## config.mk

```make
export PLATFORM = sky130hd
export DESIGN_NAME = fifo_wr_arb
export DESIGN_NICKNAME = d
export VERILOG_FILES = /design/src/rtl/fifo_wr_arb.sv
export SDC_FILE = /design/constraint.sdc
export NUM_CORES = 1
export LEC_CHECK = 0
export BUFFER_PORTS_ARGS = -buffer_cell sky130_fd_sc_hd__buf_4
export CORE_MARGIN = 2
export CORE_UTILIZATION = 35
export CTS_BUF_LIST = sky130_fd_sc_hd__clkbuf_2 sky130_fd_sc_hd__clkbuf_4 sky130_fd_sc_hd__clkbuf_8
export DETAILED_ROUTE_END_ITERATION = 8
export PLACE_DENSITY_LB_ADDON = 0.25
export SYNTH_ARGS = -nofsm -noshare
export SYNTH_HDL_FRONTEND = slang
export SYNTH_SLANG_ARGS = --single-unit
```

## constraint.sdc

```tcl
create_clock -name clk -period 2.7 [get_ports clk]
set_input_delay 0.27 -clock clk [delete_from_list [all_inputs] [get_ports clk]]
set_output_delay 0.27 -clock clk [all_outputs]
set_load 0.01 [all_outputs]
```

## src/rtl/fifo_wr_arb.sv

```systemverilog
// Round-robin write arbiter: NUM_REQ producers share one FIFO push port, each tenure capped at BURST_MAX beats.
// Define FIFO_WR_ARB_STAT_EN to add per-producer saturating beat counters (stat_clr / stat_beats).
module fifo_wr_arb #(
  parameter int NUM_REQ   = 4,
  parameter int WIDTH     = 32,
  parameter int BURST_MAX = 4,
  localparam int IDW      = $clog2(NUM_REQ)
) (
  input  logic                     clk,
  input  logic                     rst_n,
  input  logic [NUM_REQ-1:0]       req_valid,
  input  logic [NUM_REQ*WIDTH-1:0] req_data,
  output logic [NUM_REQ-1:0]       req_ready,
  input  logic                     fifo_full,
  output logic                     fifo_w_valid,
  output logic [WIDTH-1:0]         fifo_data_in,
  output logic [IDW-1:0]           grant_id,
  output logic                     busy
`ifdef FIFO_WR_ARB_STAT_EN
  ,
  input  logic                     stat_clr,
  output logic [NUM_REQ*16-1:0]    stat_beats
`endif
);

  typedef enum logic [0:0] {
    ST_IDLE  = 1'b0,
    ST_GRANT = 1'b1
  } state_t;

  localparam logic [3:0] BURST_LIM = 4'(BURST_MAX);

  state_t         state_q, state_d;
  logic [IDW-1:0] grant_q, grant_d;
  logic [IDW-1:0] last_q, last_d;
  logic [3:0]     beat_cnt_q, beat_cnt_d;
  logic           beat_s;
  logic           tenure_end_s;

  // First valid index at or after start, wrapping modulo NUM_REQ.
  function automatic logic [IDW-1:0] pick_next(input logic [NUM_REQ-1:0] vld, input int start);
    logic [IDW-1:0] sel;
    int idx;
    sel = {IDW{1'b0}};
    for (int k = NUM_REQ - 1; k >= 0; k--) begin
      idx = (start + k) % NUM_REQ;
      if (vld[idx]) sel = IDW'(idx);
      else sel = sel;
    end
    return sel;
  endfunction

  // Beat and tenure-end detection for the current owner.
  always_comb begin
    beat_s       = 1'b0;
    tenure_end_s = 1'b0;
    if (state_q == ST_GRANT) begin
      beat_s       = req_valid[grant_q] & ~fifo_full;
      tenure_end_s = ~req_valid[grant_q] | (beat_s & ((beat_cnt_q + 4'd1) == BURST_LIM));
    end else begin
      beat_s       = 1'b0;
      tenure_end_s = 1'b0;
    end
  end

  // Next-state logic; re-arbitration at tenure end happens in the same cycle.
  always_comb begin
    state_d    = state_q;
    grant_d    = grant_q;
    last_d     = last_q;
    beat_cnt_d = beat_cnt_q;
    case (state_q)
      ST_IDLE: begin
        if (|req_valid) begin
          grant_d = pick_next(req_valid, int'(last_q) + 1);
          state_d = ST_GRANT;
        end else begin
          state_d = ST_IDLE;
        end
      end
      ST_GRANT: begin
        if (tenure_end_s) begin
          last_d     = grant_q;
          beat_cnt_d = 4'd0;
          if (|req_valid) begin
            grant_d = pick_next(req_valid, int'(grant_q) + 1);
            state_d = ST_GRANT;
          end else begin
            state_d = ST_IDLE;
          end
        end else begin
          beat_cnt_d = beat_cnt_q + {3'b000, beat_s};
        end
      end
      default: begin
        state_d    = ST_IDLE;
        beat_cnt_d = 4'd0;
      end
    endcase
  end

  // Arbiter state registers; last_id resets to the top index so producer 0 wins first.
  always_ff @(posedge clk or negedge rst_n) begin
    if (!rst_n) begin
      state_q    <= ST_IDLE;
      grant_q    <= {IDW{1'b0}};
      last_q     <= IDW'(NUM_REQ - 1);
      beat_cnt_q <= 4'd0;
    end else begin
      state_q    <= state_d;
      grant_q    <= grant_d;
      last_q     <= last_d;
      beat_cnt_q <= beat_cnt_d;
    end
  end

  // Handshake outputs: only the owner sees ready, and only while the FIFO has room.
  always_comb begin
    req_ready    = {NUM_REQ{1'b0}};
    fifo_w_valid = 1'b0;
    fifo_data_in = req_data[int'(grant_q)*WIDTH +: WIDTH];
    if (state_q == ST_GRANT) begin
      req_ready[grant_q] = ~fifo_full;
      fifo_w_valid       = beat_s;
    end else begin
      req_ready    = {NUM_REQ{1'b0}};
      fifo_w_valid = 1'b0;
    end
  end

  assign grant_id = grant_q;
  assign busy     = (state_q == ST_GRANT);

`ifdef FIFO_WR_ARB_STAT_EN
  logic [15:0] stat_q [NUM_REQ];
  logic [15:0] stat_d [NUM_REQ];

  // Per-producer beat counters; clear wins over counting, counting saturates.
  always_comb begin
    for (int i = 0; i < NUM_REQ; i++) begin
      stat_d[i] = stat_q[i];
      if (stat_clr) begin
        stat_d[i] = 16'h0000;
      end else if (beat_s && (grant_q == IDW'(i)) && (stat_q[i] != 16'hFFFF)) begin
        stat_d[i] = stat_q[i] + 16'h0001;
      end else begin
        stat_d[i] = stat_q[i];
      end
    end
  end

  // Counter registers.
  always_ff @(posedge clk or negedge rst_n) begin
    if (!rst_n) begin
      for (int i = 0; i < NUM_REQ; i++) stat_q[i] <= 16'h0000;
    end else begin
      for (int i = 0; i < NUM_REQ; i++) stat_q[i] <= stat_d[i];
    end
  end

  // Flatten counters onto the output bus.
  always_comb begin
    stat_beats = {(NUM_REQ*16){1'b0}};
    for (int i = 0; i < NUM_REQ; i++) stat_beats[i*16 +: 16] = stat_q[i];
  end
`endif

endmodule

```

; ---- Word level (Yosys, flattened, before mapping)
; Cells that the tools add are included.
; W data, S select, Z words.
[classes]
addsub = 10
magnitude_cmp = 10
n_reduce_logical = 12
n_eq_ne = 4
mux = 48
bitwise_logic = 15
shift = 1
[ops]
columns = cell, count
row1 = $shiftx A128 B8 Y32, 1
row2 = $lt A3 B4 Y1 const B, 8
row3 = $mux W1, 23
row4 = $mux W2, 11
row5 = $bmux W1 S2, 9
row6 = $reduce_or A2 Y1, 8
row7 = $add A2 B1 Y2 const B, 4
row8 = $add A2 B2 Y2 const B, 4
row9 = $and A1 B1 Y1 const A, 8
row10 = $mux W4, 2
row11 = $add A4 B1 Y4, 1
row12 = $add A4 B1 Y4 const B, 1
row13 = $and A4 B4 Y4, 1
row14 = $eq A4 B3 Y1 const B, 1
row15 = $ne A2 B1 Y1 const B, 2
row16 = $pmux W2 S2, 1
row17 = $reduce_or A4 Y1, 1
row18 = $lt A2 B3 Y1 const B, 1
row19 = $not A1 Y1, 3
row20 = $reduce_and A3 Y1, 1
row21 = $and A1 B1 Y1, 2
row22 = $demux W1 S2, 1
row23 = $ge A2 B1 Y1 const B, 1
row24 = $ne A2 B2 Y1 const B, 1
row25 = other kinds (4), 4
[totals]
wordCells = 104
out_inout_bits = 40
in_bits = 135
regBits = 9

; ---- Logic depth before layout (Yosys ltp)
[depth]
word_depth = 14
depth_mapped = 9
ltp_nobuf = 8

; ---- Least setup slack after synthesis
; No wires, ideal clock.
[synth_path]
path_type = reg2reg
start = register grant_q[1] (netlist: grant_id[1])
end = register grant_q[0] (netlist: grant_id[0])
n_path_buf = 2
t_arrival_ns = 2.204
stages_incl_launch_ff = 10
slack_ns = 0.368
setup_ns = 0.128
required_ns = 2.572
period_less_slack_ns = 2.332
cell_sequence = dfrtp_1 -> buf_6 -> clkbuf_1 -> inv_1 -> ha_1 -> inv_1 -> mux4_2 -> nand3_1 -> a21boi_2 -> a2bb2oi_2
[synth_via]
elab_chain_cells = 12
word_cells_on_any_way = 32
cone_classes = 4 x add/sub / 1 x eq/ne / 22 x mux / 4 x bitwise / 1 x reduce/logical
[synth_lines]
columns = item, line
row1 = "start, declared", 34  ; logic [IDW-1:0] grant_q, grant_d;
row2 = "start signal, assigned", 106  ; grant_q <= {IDW{1'b0}};
row3 = "start signal, assigned", 111  ; grant_q <= grant_d;
row4 = $add A2 B1 Y2, 86  ; grant_d = pick_next(req_valid, int'(grant_q) + 1);
row5 = $add A2 B2 Y2, 46  ; idx = (start + k) % NUM_REQ;
row6 = $bmux W1 S2, 47  ; if (vld[idx]) sel = IDW'(idx);
row7 = $mux W1 (implied by the code) (2 in series), 47
row8 = $mux W2 (4 in series), 47
row9 = $mux W2, 85  ; if (|req_valid) begin
row10 = $mux W2, 82  ; if (tenure_end_s) begin
row11 = $pmux W2 S2, 72  ; case (state_q)
; Parallel ways exist; a longest one is shown, timed or not. The select of a mux whose other input is x is not followed.
; A chain may end at the register's enable or synchronous reset.

; ---- Final worst setup path
[layout_path]
start = register grant_q[0] (netlist: grant_id[0])
end = output port fifo_data_in[23]
[layout_via]
elab_chain_cells = 1
[layout_lines]
columns = item, line
row1 = $shiftx A128 B8 Y32, 121  ; fifo_data_in = req_data[int'(grant_q)*WIDTH +: WIDTH];
row2 = "end, declared", 16  ; output logic [WIDTH-1:0] fifo_data_in,
; Every way passes these cells.

==> flow_metrics.py <==
metrics = {
    "yosys": {
        "syn_inst": 118,
        "synth.avg_cell_area_um2": 12.9,
        "yosysWarnings": 0,
        "synth_enable_flop_cells": 0,
        "ys_types": 35,
        "ys_seq_area_share_pct": 15.0,
        "syn_nets": 259,
        "ys_top_cells_by_area": "mux4_2 50%, dfrtp_1 12%, ha_1 5.0%, dfstp_2 3.5%, and2_1 2.9%",
        "synth_area_mm2": 0.00152,
        "async_reset_ff_share_pct": 100,
        "synth.most_common_cell": "mux4_2",
        "synthTopCellsByCount": "34 x mux4_2, 7 x and2_1, 7 x dfrtp_1",
        "synth_top_area_cell": "mux4_2",
        "netlist.area_leader.share_pct": 50.5,
        "ys_seq_elements": 9,
        "ys.flop_type": "dfrtp_1",
    },
    "sta": {
        "worst_pin_slew_ns": 0.669,
        "fmax_mhz": 454,
        "final.period_utilization_pct": 81.5,
        "setup_viol": 0,
        "hold_viol": 0,
        "worst_slack_ns": 0.500,
        "grt_setup_unrepaired": "false",
        "drv_slew": 0,
        "period_needed_ns": 2.20,
        "fin_tns_setup_ns": 0,
        "slew_headroom_pct": 55.4,
        "fin_worst_skew_ns": 0.00131,
    },
    "cells_and_area": {
        "fillers": 303,
        "final_cell_area_mm2": 0.00292,
        "area_delta_synth_final_pct": 92.3,
        "seq_area_um2": 229,
        "nNetsFinal": 432,
        "num_antenna_cells": 0,
        "multiInputGateArea_mm2": 0.00121,
        "layout-drive-gt1-share_pct": 77.9,
        "fin_util_pct": 71.4,
    },
    "clocking": {
        "clkTransAtPathRegs_ns": 0.04,
        "clkLatencyLatePin_ns": 0.23,
        "clockRootBuffer": "clkbuf_8",
        "cts_tree": "yes",
        "cts_resized": 0,
        "numCtsBuffers": 3,
        "clockBufferDepth": 2,
        "htreeDepth": 1,
        "clkSinkCount": 9,
    },
    "flow_run": {
        "drv_cap": 0,
    },
    "global_routing": {
        "antenna_found_initial": 0,
        "grt_max_degree": 41,
        "grt-ovfl-total": 0,
        "grt_use_total_pct": 26.8,
        "grt_pass1_wl_um": 10300,
        "grt_pass1_vias": 1980,
    },
    "drt": {
        "routedWlPerCell_um": 19.8,
        "ant_nets": 0,
        "vias_per_cell": 5.47,
        "drt_iter0_drc": 70,
        "vias": 1860,
        "drt_wl_total_um": 6720,
        "drtPass1Iterations": 4,
        "drc_errors": 0,
    },
    "floorplanning": {
        "die-area_mm2": 0.00488,
        "die_height_um": 69.8,
        "rows": 23,
        "ios": 175,
        "core_area_mm2": 0.00409,
        "dieWidth_um": 69.8,
        "start_util_pct": 37.1,
    },
    "power": {
        "p_sw_mw": 0.934,
        "p_int_mw": 1.44,
        "power_density_mw_per_mm2": 814,
        "power_mw": 2.37,
        "p_sw_share_pct": 39.4,
        "pwr-share-seq_pct": 9.8,
        "pwr-share-comb_pct": 83.3,
        "clock_power_share_pct": 6.9,
        "peakVddDrop_uv": 733,
        "leakage_nw": 1.42,
    },
    "placed_design": {
        "gp_congestion": 0.866,
        "place_area_mm2": 0.00286,
        "place_hpwl_um": 5770,
        "port_buffers": 174,
        "pre_cts_slack_ns": 0.709,
    },
    "critical_path": {
        "worstSetupStartpointType": "register",
        "rrSetupSlack_ns": 0.72,
        "arrival_ns": 1.93,
        "critPathMaxFanout": 40,
        "worstSetupPathType": "reg2out",
        "cp-end-kind": "primary output",
        "required_ns": 2.43,
    },
    "outcome": {
        "outcome": "completed",
    },
    "hold_path": {
        "hp-class": "in2reg",
    },
}
==> layout make-up <==
class,count,area share [%]
clock buffers,4,1.67
flip-flops and latches,9,7.85
inverters,6,0.772
repair buffers,178,45.9
well taps,50,2.15
multi-input cells,93,41.7
==> kinds of logic after synthesis <==
| kind of cell | Yosys count | synth area share [%] |
|---|---|---|
| flip-flops | 9 | 15.0 |
| AND/OR/NAND/NOR | 26 | 8.91 |
| XOR/XNOR | 2 | 1.16 |
| multiplexers | 36 | 51.9 |
| AO/OA/AOI/OAI | 23 | 13.2 |
| adder cells (fa/ha/maj) | 6 | 4.95 |
| buffers and inverters | 16 | 4.87 |
==> repair_timing <==
| item | in CTS | in global routing |
|---|---|---|
| hold buffers | 1 | 0 |
| setup buffers | 0 | 0 |
| hold endpoints to repair | 7 | 0 |
==> layer usage <==
layer	track usage, %	vias to the layer above	wire length, um
met5	0	-	0
met4	7.26	0	188
met3	8.28	14	634
met2	48.1	98	3560
met1	30.5	912	2330
li1	-	836	-
==> power groups by stage <==
| stage | clock [mW] | sequential, mW | combinational (mW) |
|---|---|---|---|
| CTS | 0.167 | 0.232 | 2.00 |
| floorplan | 0 | 0.234 | 1.22 |
| global placement | 0 | 0.231 | 1.95 |
| detailed placement | 0 | 0.234 | 1.99 |
| global route | 0.174 | 0.240 | 2.12 |
| finish | 0.165 | 0.232 | 1.98 |
==> cell usage in the layout (no fill, tap or decap), types with 2 or more instances in the layout <==
cell type	netlist	final
o221a_2	2	2
dfrtp_1	7	6
inv_1	6	6
nand2_1	6	6
o211ai_1	2	2
nand2b_1	4	4
o21ai_0	5	5
a21oi_1	2	2
xor2_1	2	2
mux4_2	34	34
dfstp_2	2	2
ha_1	6	6
clkbuf_8	0	3
buf_4	0	177
a22o_1	2	2
nor2_1	5	5
and2_1	7	7
==> state kept, by name, summed over array words and instances (netlist names) <==
register and flops:
grant_id 2, busy 1, beat_cnt_q 4, last_q 2
==> final timing paths <==
check	start	end	depth (start not counted)
worst min register to register	last_q[1]	last_q[1]	2
max in group asynchronous	rst_n	last_q[1]	2
min in group asynchronous	rst_n	beat_cnt_q[1]	2
worst max register to register	grant_id[0]	grant_id[0]	7
worst min-delay path	req_valid[2]	busy	3
worst max-delay path	grant_id[0]	fifo_data_in[23]	3
==> critical path, stage by stage (launching register included) <==
cell     delay (ns)
dfrtp_2        0.37
buf_4          0.55
mux4_2         0.61
buf_4          0.16
==> stage by stage <==
| stage | hold WS (ns) | instances |
|---|---|---|
| after floorplan | -0.0256 | 118 |
| after CTS | 0.360 | 340 |
| after detailed placement | 0.0998 | 335 |
| final | 0.366 | 340 |
| after global routing | 0.376 | 340 |
| after global placement | 0.0974 | 335 |
(Power assumes the default switching activity.)
